--- src/rtl/coef_stream_pkg.sv ---
// coef_stream_pkg: shared parameter defaults and FSM state encoding for the
// coefficient stream reader and its skid buffer.
package coef_stream_pkg;

  localparam int ADDR_W_DEF = 9;
  localparam int DATA_W_DEF = 16;

  typedef enum logic [1:0] {
    IDLE  = 2'd0,
    RUN   = 2'd1,
    DRAIN = 2'd2
  } state_t;

endpackage

--- src/rtl/coef_stream_skid.sv ---
// coef_stream_skid: two-entry FIFO between the RAM read port and the output
// stream. Entries are {last, data}. The occupancy is exported so the reader can
// throttle reads and never overflow the buffer.
module coef_stream_skid #(
  parameter int W = 17
) (
  input  logic         clk,
  input  logic         rst_n,
  input  logic         in_valid,
  input  logic [W-1:0] in_data,
  output logic         in_ready,
  output logic         out_valid,
  output logic [W-1:0] out_data,
  input  logic         out_ready,
  output logic [1:0]   count
);

  logic [W-1:0] slot0;
  logic [W-1:0] slot1;
  logic         wr_ptr;
  logic         rd_ptr;
  logic [1:0]   cnt;
  logic         push;
  logic         pop;

  assign out_valid = (cnt != 2'd0);
  // A full buffer can still take a word in the same cycle its head drains.
  assign in_ready  = (cnt != 2'd2) || out_ready;
  assign push      = in_valid && in_ready;
  assign pop       = out_valid && out_ready;
  assign out_data  = rd_ptr ? slot1 : slot0;
  assign count     = cnt;

  // Storage, pointers and occupancy
  always_ff @(posedge clk or negedge rst_n) begin
    if (!rst_n) begin
      slot0  <= '0;
      slot1  <= '0;
      wr_ptr <= 1'b0;
      rd_ptr <= 1'b0;
      cnt    <= 2'd0;
    end else begin
      if (push) begin
        if (wr_ptr) slot1 <= in_data;
        else        slot0 <= in_data;
        wr_ptr <= ~wr_ptr;
      end
      if (pop) rd_ptr <= ~rd_ptr;
      cnt <= cnt + 2'(push) - 2'(pop);
    end
  end

endmodule

--- src/rtl/coef_stream_reader.sv ---
// coef_stream_reader: streams len words from a coefficient RAM (addresses
// 0..len-1) onto a valid/ready interface through a two-entry skid buffer.
// Optional macro COEF_STREAM_LOOP_EN adds a loop input that restarts the block
// at address 0 after each final beat instead of returning to IDLE.
//
// state | meaning
// IDLE  | waiting for start; address 0 is issued in the start cycle itself
// RUN   | issuing reads 1..len-1 whenever the buffer has room
// DRAIN | all reads issued, waiting for the final beat to handshake
module coef_stream_reader
  import coef_stream_pkg::*;
#(
  parameter int ADDR_W = ADDR_W_DEF,
  parameter int DATA_W = DATA_W_DEF
) (
  input  logic              clk,
  input  logic              rst_n,
  input  logic              start,
  input  logic [ADDR_W:0]   len,
  output logic              busy,
  output logic              done,
  output logic              ram_ce,
  output logic              ram_oce,
  output logic [ADDR_W-1:0] ram_ad,
  input  logic [DATA_W-1:0] ram_dout,
  output logic              m_valid,
  output logic [DATA_W-1:0] m_data,
  output logic              m_last,
  input  logic              m_ready
`ifdef COEF_STREAM_LOOP_EN
  ,
  input  logic              loop
`endif
);

  localparam logic [ADDR_W:0] LEN_MAX = {1'b1, {ADDR_W{1'b0}}};
  localparam logic [ADDR_W:0] LEN_ONE = (ADDR_W+1)'(1);

  state_t            state;
  logic [ADDR_W-1:0] rd_addr;
  logic [ADDR_W:0]   rd_left;
  logic [ADDR_W:0]   len_q;
  logic [ADDR_W:0]   len_c;
  logic              in_flight;
  logic              in_last;
  logic [1:0]        occ;
  logic [1:0]        occ_after;
  logic              skid_in_ready;
  logic [DATA_W:0]   skid_out;
  logic              pop;
  logic              last_hs;
  logic              loop_restart;
  logic              credit_ok;
  logic              issue_raw;
  logic              issue_last;
  logic              issue;

  assign len_c   = (len > LEN_MAX) ? LEN_MAX : len;
  assign pop     = m_valid && m_ready;
  assign last_hs = pop && m_last;

  // The word leaving this cycle frees its slot, which keeps one beat per cycle.
  assign occ_after = occ - {1'b0, pop};
  assign credit_ok = skid_in_ready && ((occ_after + {1'b0, in_flight}) < 2'd2);

`ifdef COEF_STREAM_LOOP_EN
  assign loop_restart = (state == DRAIN) && last_hs && loop;
`else
  assign loop_restart = 1'b0;
`endif

  // Read-issue decision for the current cycle
  always_comb begin
    issue_raw  = 1'b0;
    issue_last = 1'b0;
    case (state)
      IDLE: begin
        issue_raw  = start && (len_c != '0);
        issue_last = (len_c == LEN_ONE);
      end
      RUN: begin
        issue_raw  = credit_ok;
        issue_last = (rd_left == LEN_ONE);
      end
      DRAIN: begin
        issue_raw  = loop_restart;
        issue_last = (len_q == LEN_ONE);
      end
      default: ;
    endcase
  end

  // Start is combinational into the RAM enable, so keep it quiet under reset.
  assign issue   = issue_raw && rst_n;
  assign ram_ce  = issue;
  assign ram_oce = 1'b1;
  assign ram_ad  = (state == RUN) ? rd_addr : '0;

  // Sequencer: state, address/remaining counters, in-flight tracking, busy/done
  always_ff @(posedge clk or negedge rst_n) begin
    if (!rst_n) begin
      state     <= IDLE;
      rd_addr   <= '0;
      rd_left   <= '0;
      len_q     <= '0;
      in_flight <= 1'b0;
      in_last   <= 1'b0;
      busy      <= 1'b0;
      done      <= 1'b0;
    end else begin
      in_flight <= issue;
      in_last   <= issue && issue_last;
      done      <= 1'b0;
      case (state)
        IDLE: begin
          if (start) begin
            len_q <= len_c;
            if (len_c == '0) begin
              done <= 1'b1;
            end else begin
              busy    <= 1'b1;
              rd_addr <= ADDR_W'(1);
              rd_left <= len_c - LEN_ONE;
              state   <= (len_c == LEN_ONE) ? DRAIN : RUN;
            end
          end
        end
        RUN: begin
          if (issue) begin
            rd_addr <= rd_addr + ADDR_W'(1);
            rd_left <= rd_left - LEN_ONE;
            if (rd_left == LEN_ONE) state <= DRAIN;
          end
        end
        DRAIN: begin
          if (last_hs) begin
            done <= 1'b1;
            if (loop_restart) begin
              rd_addr <= ADDR_W'(1);
              rd_left <= len_q - LEN_ONE;
              state   <= (len_q == LEN_ONE) ? DRAIN : RUN;
            end else begin
              busy  <= 1'b0;
              state <= IDLE;
            end
          end
        end
        default: state <= IDLE;
      endcase
    end
  end

  coef_stream_skid #(.W(DATA_W + 1)) u_skid (
    .clk       (clk),
    .rst_n     (rst_n),
    .in_valid  (in_flight),
    .in_data   ({in_last, ram_dout}),
    .in_ready  (skid_in_ready),
    .out_valid (m_valid),
    .out_data  (skid_out),
    .out_ready (m_ready),
    .count     (occ)
  );

  assign m_data = skid_out[DATA_W-1:0];
  assign m_last = m_valid && skid_out[DATA_W];

endmodule

--- config.mk ---
export PLATFORM = sky130hd
export DESIGN_NAME = coef_stream_reader
export DESIGN_NICKNAME = d
export VERILOG_FILES = /design/src/rtl/coef_stream_pkg.sv /design/src/rtl/coef_stream_skid.sv /design/src/rtl/coef_stream_reader.sv
export SDC_FILE = /design/constraint.sdc
export NUM_CORES = 1
export LEC_CHECK = 0
export ABC_AREA = 1
export CAP_MARGIN = 20
export CORE_ASPECT_RATIO = 0.9
export CORE_UTILIZATION = 40
export DETAILED_ROUTE_END_ITERATION = 16
export GPL_TIMING_DRIVEN = 0
export PLACE_DENSITY = 0.71
export SLEW_MARGIN = 10
export SYNTH_ARGS = -nofsm -noshare
export SYNTH_HDL_FRONTEND = slang
export SYNTH_SLANG_ARGS = --single-unit
--- constraint.sdc ---
create_clock -name clk -period 9.02 [get_ports clk]
set_clock_uncertainty 0.2 [all_clocks]
set_input_delay 2.706 -clock clk [delete_from_list [all_inputs] [get_ports clk]]
set_output_delay 2.706 -clock clk [all_outputs]
set_load 0.05 [all_outputs]
==> results of run 1 <==
[worst max path at each step]
| stage | end | slack (ns) |
|---|---|---|
| 2_1_floorplan | ram_ce | 1.86 |
| 3_3_place_gp | ram_ce | -0.77 |
| 3_5_place_dp | ram_ce | 0.54 |
| 4_1_cts | ram_ce | 0.53 |
| 5_1_grt | ram_ce | 0.32 |
| 6_report | ram_ce | 0.54 |
[flip-flops by register name (all words and copies together) (netlist names)]
name           cells
u_skid.slot0      17
u_skid.slot1      17
len_q             10
rd_left           10
rd_addr            9
state              2
u_skid.count       2
busy               1
done               1
in_flight          1
in_last            1
u_skid.rd_ptr      1
u_skid.wr_ptr      1
[metal layers]
metal	track usage [%]	vias up
li1	-	1778
met1	25.5	1572
met2	31.4	90
met3	4.17	10
met4	3.47	0
met5	0	-
[layout make-up]
cell class / instances / area share, %
flip-flops and latches: 73 / 37.7
multi-input cells: 358 / 35.1
repair buffers: 59 / 12.5
inverters: 70 / 5.42
well taps: 122 / 3.15
clock buffers: 10 / 2.63
plain buffers: 20 / 2.09
clock inverters: 6 / 1.39
[where the power goes]
| part | leakage (nW) | total, mW | internal, mW | switching [mW] |
|---|---|---|---|---|
| Combinational | 1.28 | 0.180 | 0.0589 | 0.121 |
| Clock | 0.0929 | 0.253 | 0.129 | 0.124 |
| Sequential | 0.964 | 0.351 | 0.343 | 0.00868 |
[layout by cell type (no fill, tap or decap), types with 3 or more instances in the layout]
master           count
a21oi_1             10
buf_2                3
nand4_1              7
nor2_1              43
nand2_1            160
buf_4                3
o211ai_1             3
clkbuf_1            13
o21ai_0             66
xor2_1               5
nor2_2               3
clkbuf_8             9
clkdlybuf4s50_1     57
nand3_1             25
o21ai_1              4
dfrtp_1             73
inv_1               66
nor3_1               5
ha_1                 7
[worst max-delay path, stage by stage]
cell and delay [ns]:
clkdlybuf4s50_1 0.49, or2_1 0.27, nor2_2 0.09, nand2_2 0.07, nand2_4 0.10, nand2_1 0.13
ha_1 0.22, inv_1 0.11, nor2_2 0.09, nand4_4 0.13, nand2_4 0.10, nand2_1 0.10
nand2_1 0.07, inv_1 0.08, clkdlybuf4s50_1 0.80
[per-stage QoR]
step           power, mW  utilization, %  std cells
2_1_floorplan      0.474               -        521
3_3_place_gp       0.535            49.8        701
3_5_place_dp       0.538            50.1        702
4_1_cts            0.793            52.2        718
5_1_grt            0.827            52.2        718
6_report           0.784            52.2        718
[logic make-up (layout without fill, tap and decap cells)]
logic type / Yosys count / count (layout) / share of synthesized area, %
simple gates: 255 / 255 / 27.7
buf+inv: 90 / 165 / 9.35
compound gates: 88 / 88 / 12.2
flops: 73 / 73 / 46.9
fa+ha+maj: 7 / 7 / 2.25
xor+xnor: 7 / 7 / 1.57
other cells: 1 / 1 / 0.0963
==> metrics.md, run 1 <==
| Metric | Value |
|---|---|
| Run status | `completed` |
| Ys flop type | `dfrtp_1` |
| # setup viols final | `0` |
| I/O pins | `61` |
| First-pass iteration count of the detailed router | `4` |
| Nets@finish | `628` |
| Crit path launch | `len[5]` |
| Tot GR Track Use | `18.8%` |
| Clk_lat worst skew | `0.35 ns` |
| Worst Hold Path Cells | `2` |
| N_diodes | `0` |
| Max-slew violations | `0` |
| Area Growth Syn to Fin | `24.5%` |
| Initial drt markers | `230` |
| Root Buffer | `clkbuf_8` |
| P_leak | `2.33 nW` |
| R2r endpoint | `rd_addr[7]` |
| Residual DRC | `0` |
| Hold Slack | `0.281 ns` |
| Initial antenna violation count | `0` |
| Multi-input logic area | `1700 sq um` |
| Fraction of registers with async set/reset | `100%` |
| Dpl cell area | `4650 sq um` |
| Max rail drop VDD | `0.0000783 V` |
| Min-Delay Path Class | `register to register` |
| # Post-CTS Setup Buffers | `0` |
| Vias per cell | `4.81` |
| Hold Path End | `len_q[0]` |
| Post-Syn Instances | `521` |
| Startpoint types | `primary input` |
| Ranking of synthesized cells by area | `dfrtp_1 (47%), nand2_1 (15%), o21ai_0 (8.5%), inv_1 (6.4%), nor2_1 (4.1%)` |
| Pwr per Cell Area | `162 nW/um^2` |
| DIE AREA | `10100 sq um` |
| Worst r2r path cells | `12` |
| GRT overflow | `0` |
| R2R Path Start | `u_skid.count[1]` |
| CTS tree | `yes` |
| Wire per inst | `12.2 um` |
| Post-DP HPWL | `6.36 mm` |
| Fill count | `911` |
| Avg Inst Size Synth | `7.48 sq um` |
| Reg2reg setup slack | `6.59 ns` |
| Sequential share of the synthesized area | `46.9%` |
| CTS clk-pin slew, worst paths | `0.07 ns` |
| Vias in the first global route | `3249` |
| Place WS | `0.543 ns` |
| Net count after synthesis | `558` |
| Synth unique cells | `35` |
| Cts hold-fix bufs | `0` |
| Initial Utilization | `41.9%` |
| Largest net degree at the start of global routing | `55` |
| Synthesized cell area | `3890 sq um` |
| Post-route cell area | `4850 sq um` |
| RSZ-0062 raised after global routing | `no` |
| TritonCTS Buffers | `9` |
| Max FO, Critical Path | `8` |
| GPL Wtd Cong | `0.856` |
| Area share of the leading cell type in the synthesized netlist | `46.9%` |
| CP Class | `primary input to primary output` |
| Most frequent cell after synthesis | `nand2_1` |
| Met2 wire length | `4.01 mm` |
| Number of cell rows | `33` |
| Layout cells sized above 1 | `6.38%` |
| Synth area leader | `dfrtp_1` |
| Final min period | `8.48 ns` |
| CP endpoint kind | `primary output` |
| Setup TNS Final | `0 ns` |
| DRT met1 WL | `4.28 mm` |
| Routed wire length | `8.74 mm` |
| Die Y | `95.6 um` |
| Max-slew headroom | `63.9%` |
| Number of synthesized register bits | `73` |
| CTS sink count | `73` |
| Worst slew pin tran | `0.542 ns` |
| Final Hold Fails | `0` |
| Die W | `106 um` |
| Max cap viols | `0` |
| Met3 WL | `399 um` |
| Final ANT Viol Nets | `0` |
| H-tree depth | `3` |
| Core Area | `9290 sq um` |
| Port bufs | `58` |
| Max Root-Sink Buffers | `2` |
| Final WS setup | `0.539 ns` |
| Total number of vias | `3450` |
| Period utilisation layout | `94.0%` |
| Synth warn | `0` |
| Min-Delay Startpoint | `len_q[0]` |
| Post-synth EDFFs | `0` |
| Top post-synthesis cells by count | `nand2_1 (160), dfrtp_1 (73), inv_1 (66), o21ai_0 (66), nor2_1 (43)` |
| First-pass GRT wire length | `15.0 mm` |
| Resize count post-CTS | `0` |
| CP Data Required Time | `6.11 ns` |
| Sequential Area | `1830 sq um` |
| Max Used Layer | `met4` |
| Fmax achieved | `118 MHz` |
| CP Data Arrival Time | `5.57 ns` |
No activity file was read; power rests on OpenSTA's default activity.
==> run 2: changes to the inputs <==
CORE_ASPECT_RATIO = 1.75   (was 0.9)
==> metrics.md, run 2 (synthesis gave the netlist of run 1 again) <==
| Metric | Value |
|---|---|
| Port bufs | `58 (unchanged)` |
| # setup viols final | `0 (unchanged)` |
| GRT overflow | `0 (unchanged)` |
| Met3 WL | `477 um (+20%)` |
| Resize count post-CTS | `0 (unchanged)` |
| Run status | `completed` |
| CTS tree | `yes` |
| Tot GR Track Use | `20.6% (+1.8 points)` |
| Die Y | `133 um (+39%)` |
| TritonCTS Buffers | `9 (unchanged)` |
| Number of cell rows | `47 (+42%)` |
| Fmax achieved | `117 MHz (-0.79%)` |
| CP Data Arrival Time | `5.64 ns (+0.07 ns)` |
| Root Buffer | `clkbuf_16` |
| First-pass iteration count of the detailed router | `6 (+2)` |
| Wire per inst | `13.5 um (+11%)` |
| Vias in the first global route | `3590 (+10%)` |
| Final ANT Viol Nets | `0 (unchanged)` |
| Hold Path End | `len_q[3]` |
| Period utilisation layout | `94.8% (+0.74 points)` |
| DRT met1 WL | `3.72 mm (-13%)` |
| CTS clk-pin slew, worst paths | `0.06 ns (about the same)` |
| RSZ-0062 raised after global routing | `no` |
| Worst Hold Path Cells | `2 (unchanged)` |
| Max-slew headroom | `63.2% (-0.73 points)` |
| Place WS | `0.512 ns (-0.0311 ns)` |
| # Post-CTS Setup Buffers | `0 (unchanged)` |
| DIE AREA | `10200 sq um (+0.15%)` |
| H-tree depth | `3 (unchanged)` |
| CP endpoint kind | `primary output` |
| R2r endpoint | `rd_addr[4]` |
| Area Growth Syn to Fin | `27.9%` |
| Largest net degree at the start of global routing | `60 (+9.1%)` |
| Power, Total | `922 uW (+18%)` |
| CP Data Required Time | `6.11 ns (about the same)` |
| Max cap viols | `0 (unchanged)` |
| Cts hold-fix bufs | `0 (unchanged)` |
| Reg2reg setup slack | `6.55 ns (-0.04 ns)` |
| Initial drt markers | `201 (-13%)` |
| Vias per cell | `4.99 (+3.9%)` |
| Initial Utilization | `41.1% (-0.79 points)` |
| Final WS setup | `0.472 ns (-0.0671 ns)` |
| Routed wire length | `9.72 mm (+11%)` |
| Layout cells sized above 1 | `6.54% (+0.17 points)` |
| Hold Slack | `0.284 ns (+0.00234 ns)` |
| Max FO, Critical Path | `8 (unchanged)` |
| Largest registers | `u_skid.slot0: 17 flops, u_skid.slot1: 17 flops` |
| Max Root-Sink Buffers | `2 (unchanged)` |
| Max rail drop VDD | `0.000102 V (+30%)` |
| CTS sink count | `73 (unchanged)` |
| Final Hold Fails | `0 (unchanged)` |
| Max-slew violations | `0 (unchanged)` |
| P_leak | `2.40 nW (+2.8%)` |
| CP Class | `primary input to primary output` |
| Pwr per Cell Area | `185 nW/um^2 (+14%)` |
| Core Area | `9470 sq um (+1.9%)` |
| Worst slew pin tran | `0.553 ns (+0.0109 ns)` |
| Met2 wire length | `5.18 mm (+29%)` |
| First-pass GRT wire length | `16.5 mm (+9.6%)` |
| Max Used Layer | `met4` |
| Final min period | `8.55 ns (+0.0671 ns)` |
| Most frequent cells in the layout | `nand2_1 (160), dfrtp_1 (73), inv_1 (66), o21ai_0 (66), clkdlybuf4s50_1 (57)` |
| Final core occ | `52.6% (+0.43 points)` |
| Most common cell after layout, fill and taps aside | `nand2_1` |
| Worst r2r path cells | `11 (-1)` |
| Min-Delay Path Class | `register to register` |
| Post-DP HPWL | `7.32 mm (+15%)` |
| I/O pins | `61 (unchanged)` |
| Residual DRC | `0 (unchanged)` |
| Initial antenna violation count | `0 (unchanged)` |
| Die W | `76.6 um (-28%)` |
| Nets@finish | `628 (unchanged)` |
| Startpoint types | `primary input` |
| N_diodes | `0 (unchanged)` |
| GPL Wtd Cong | `0.953 (+11%)` |
| R2R Path Start | `u_skid.count[1]` |
| Setup TNS Final | `0 ns (unchanged)` |
| Total number of vias | `3583 (+3.9%)` |
| Clk_lat worst skew | `0.33 ns (-0.02 ns)` |
| Min-Delay Startpoint | `len_q[3]` |
[run 2: cell count changes in the layout (fill, tap and decap cells not counted), sizes merged]
cell,before,now
bufinv,1,2
clkinvlp,2,1
[run 2: worst max-delay path by stage]
stage | slack [ns] | start | cells after the start | end
after floorplan | 1.86 | len[5] | 13 | ram_ce
after CTS | 0.48 | len[5] | 15 | ram_ce
after global routing | 0.28 | len[2] | 16 | ram_ce
after detailed placement | 0.51 | len[5] | 15 | ram_ce
after global placement | -0.86 | rst_n | 4 | ram_ce
final | 0.47 | len[2] | 16 | ram_ce
[run 2: cell type report]
| class | count | area (sq um) |
|---|---|---|
| fill | 894 | 4490 |
| sequential | 73 | 1830 |
| buffer | 20 | 101 |
| multi-input combinational | 358 | 1700 |
| tap | 122 | 153 |
| clock inverter | 6 | 90.1 |
| timing repair buffer | 59 | 606 |
| clock buffer | 10 | 239 |
| inverter | 70 | 263 |
[run 2: worst max-delay path, cell delays in order]
cell and delay [ns]:
clkdlybuf4s50_1 0.53, inv_1 0.07, nand2_1 0.15, nor2_1 0.08, nand2_2 0.08, nand2_4 0.08, nand2_1 0.15, ha_1 0.19
inv_1 0.07, nor2_2 0.27, nand4_4 0.18, nand2_4 0.14, nand2_1 0.08, nand2_1 0.10, inv_1 0.06, clkdlybuf4s50_1 0.71
[run 2: report_power, final]
group | internal [mW] | switching (mW)
sequential | 0.343 | 0.00911
combinational | 0.0596 | 0.124
clock | 0.250 | 0.136
total | 0.653 | 0.269
[run 2: through the flow]
stage          cells  instance area, sq um
6_report         718                  4980
3_3_place_gp     701                  4630
4_1_cts          718                  4980
3_5_place_dp     702                  4650
2_1_floorplan    521                  3890
5_1_grt          718                  4980
[run 2: per-layer routing]
metal | up-vias | GRT usage, %
met4 | 0 | 11.1
met2 | 126 | 38.5
met3 | 25 | 3.79
met1 | 1647 | 21.4
met5 | - | 0
li1 | 1785 | -
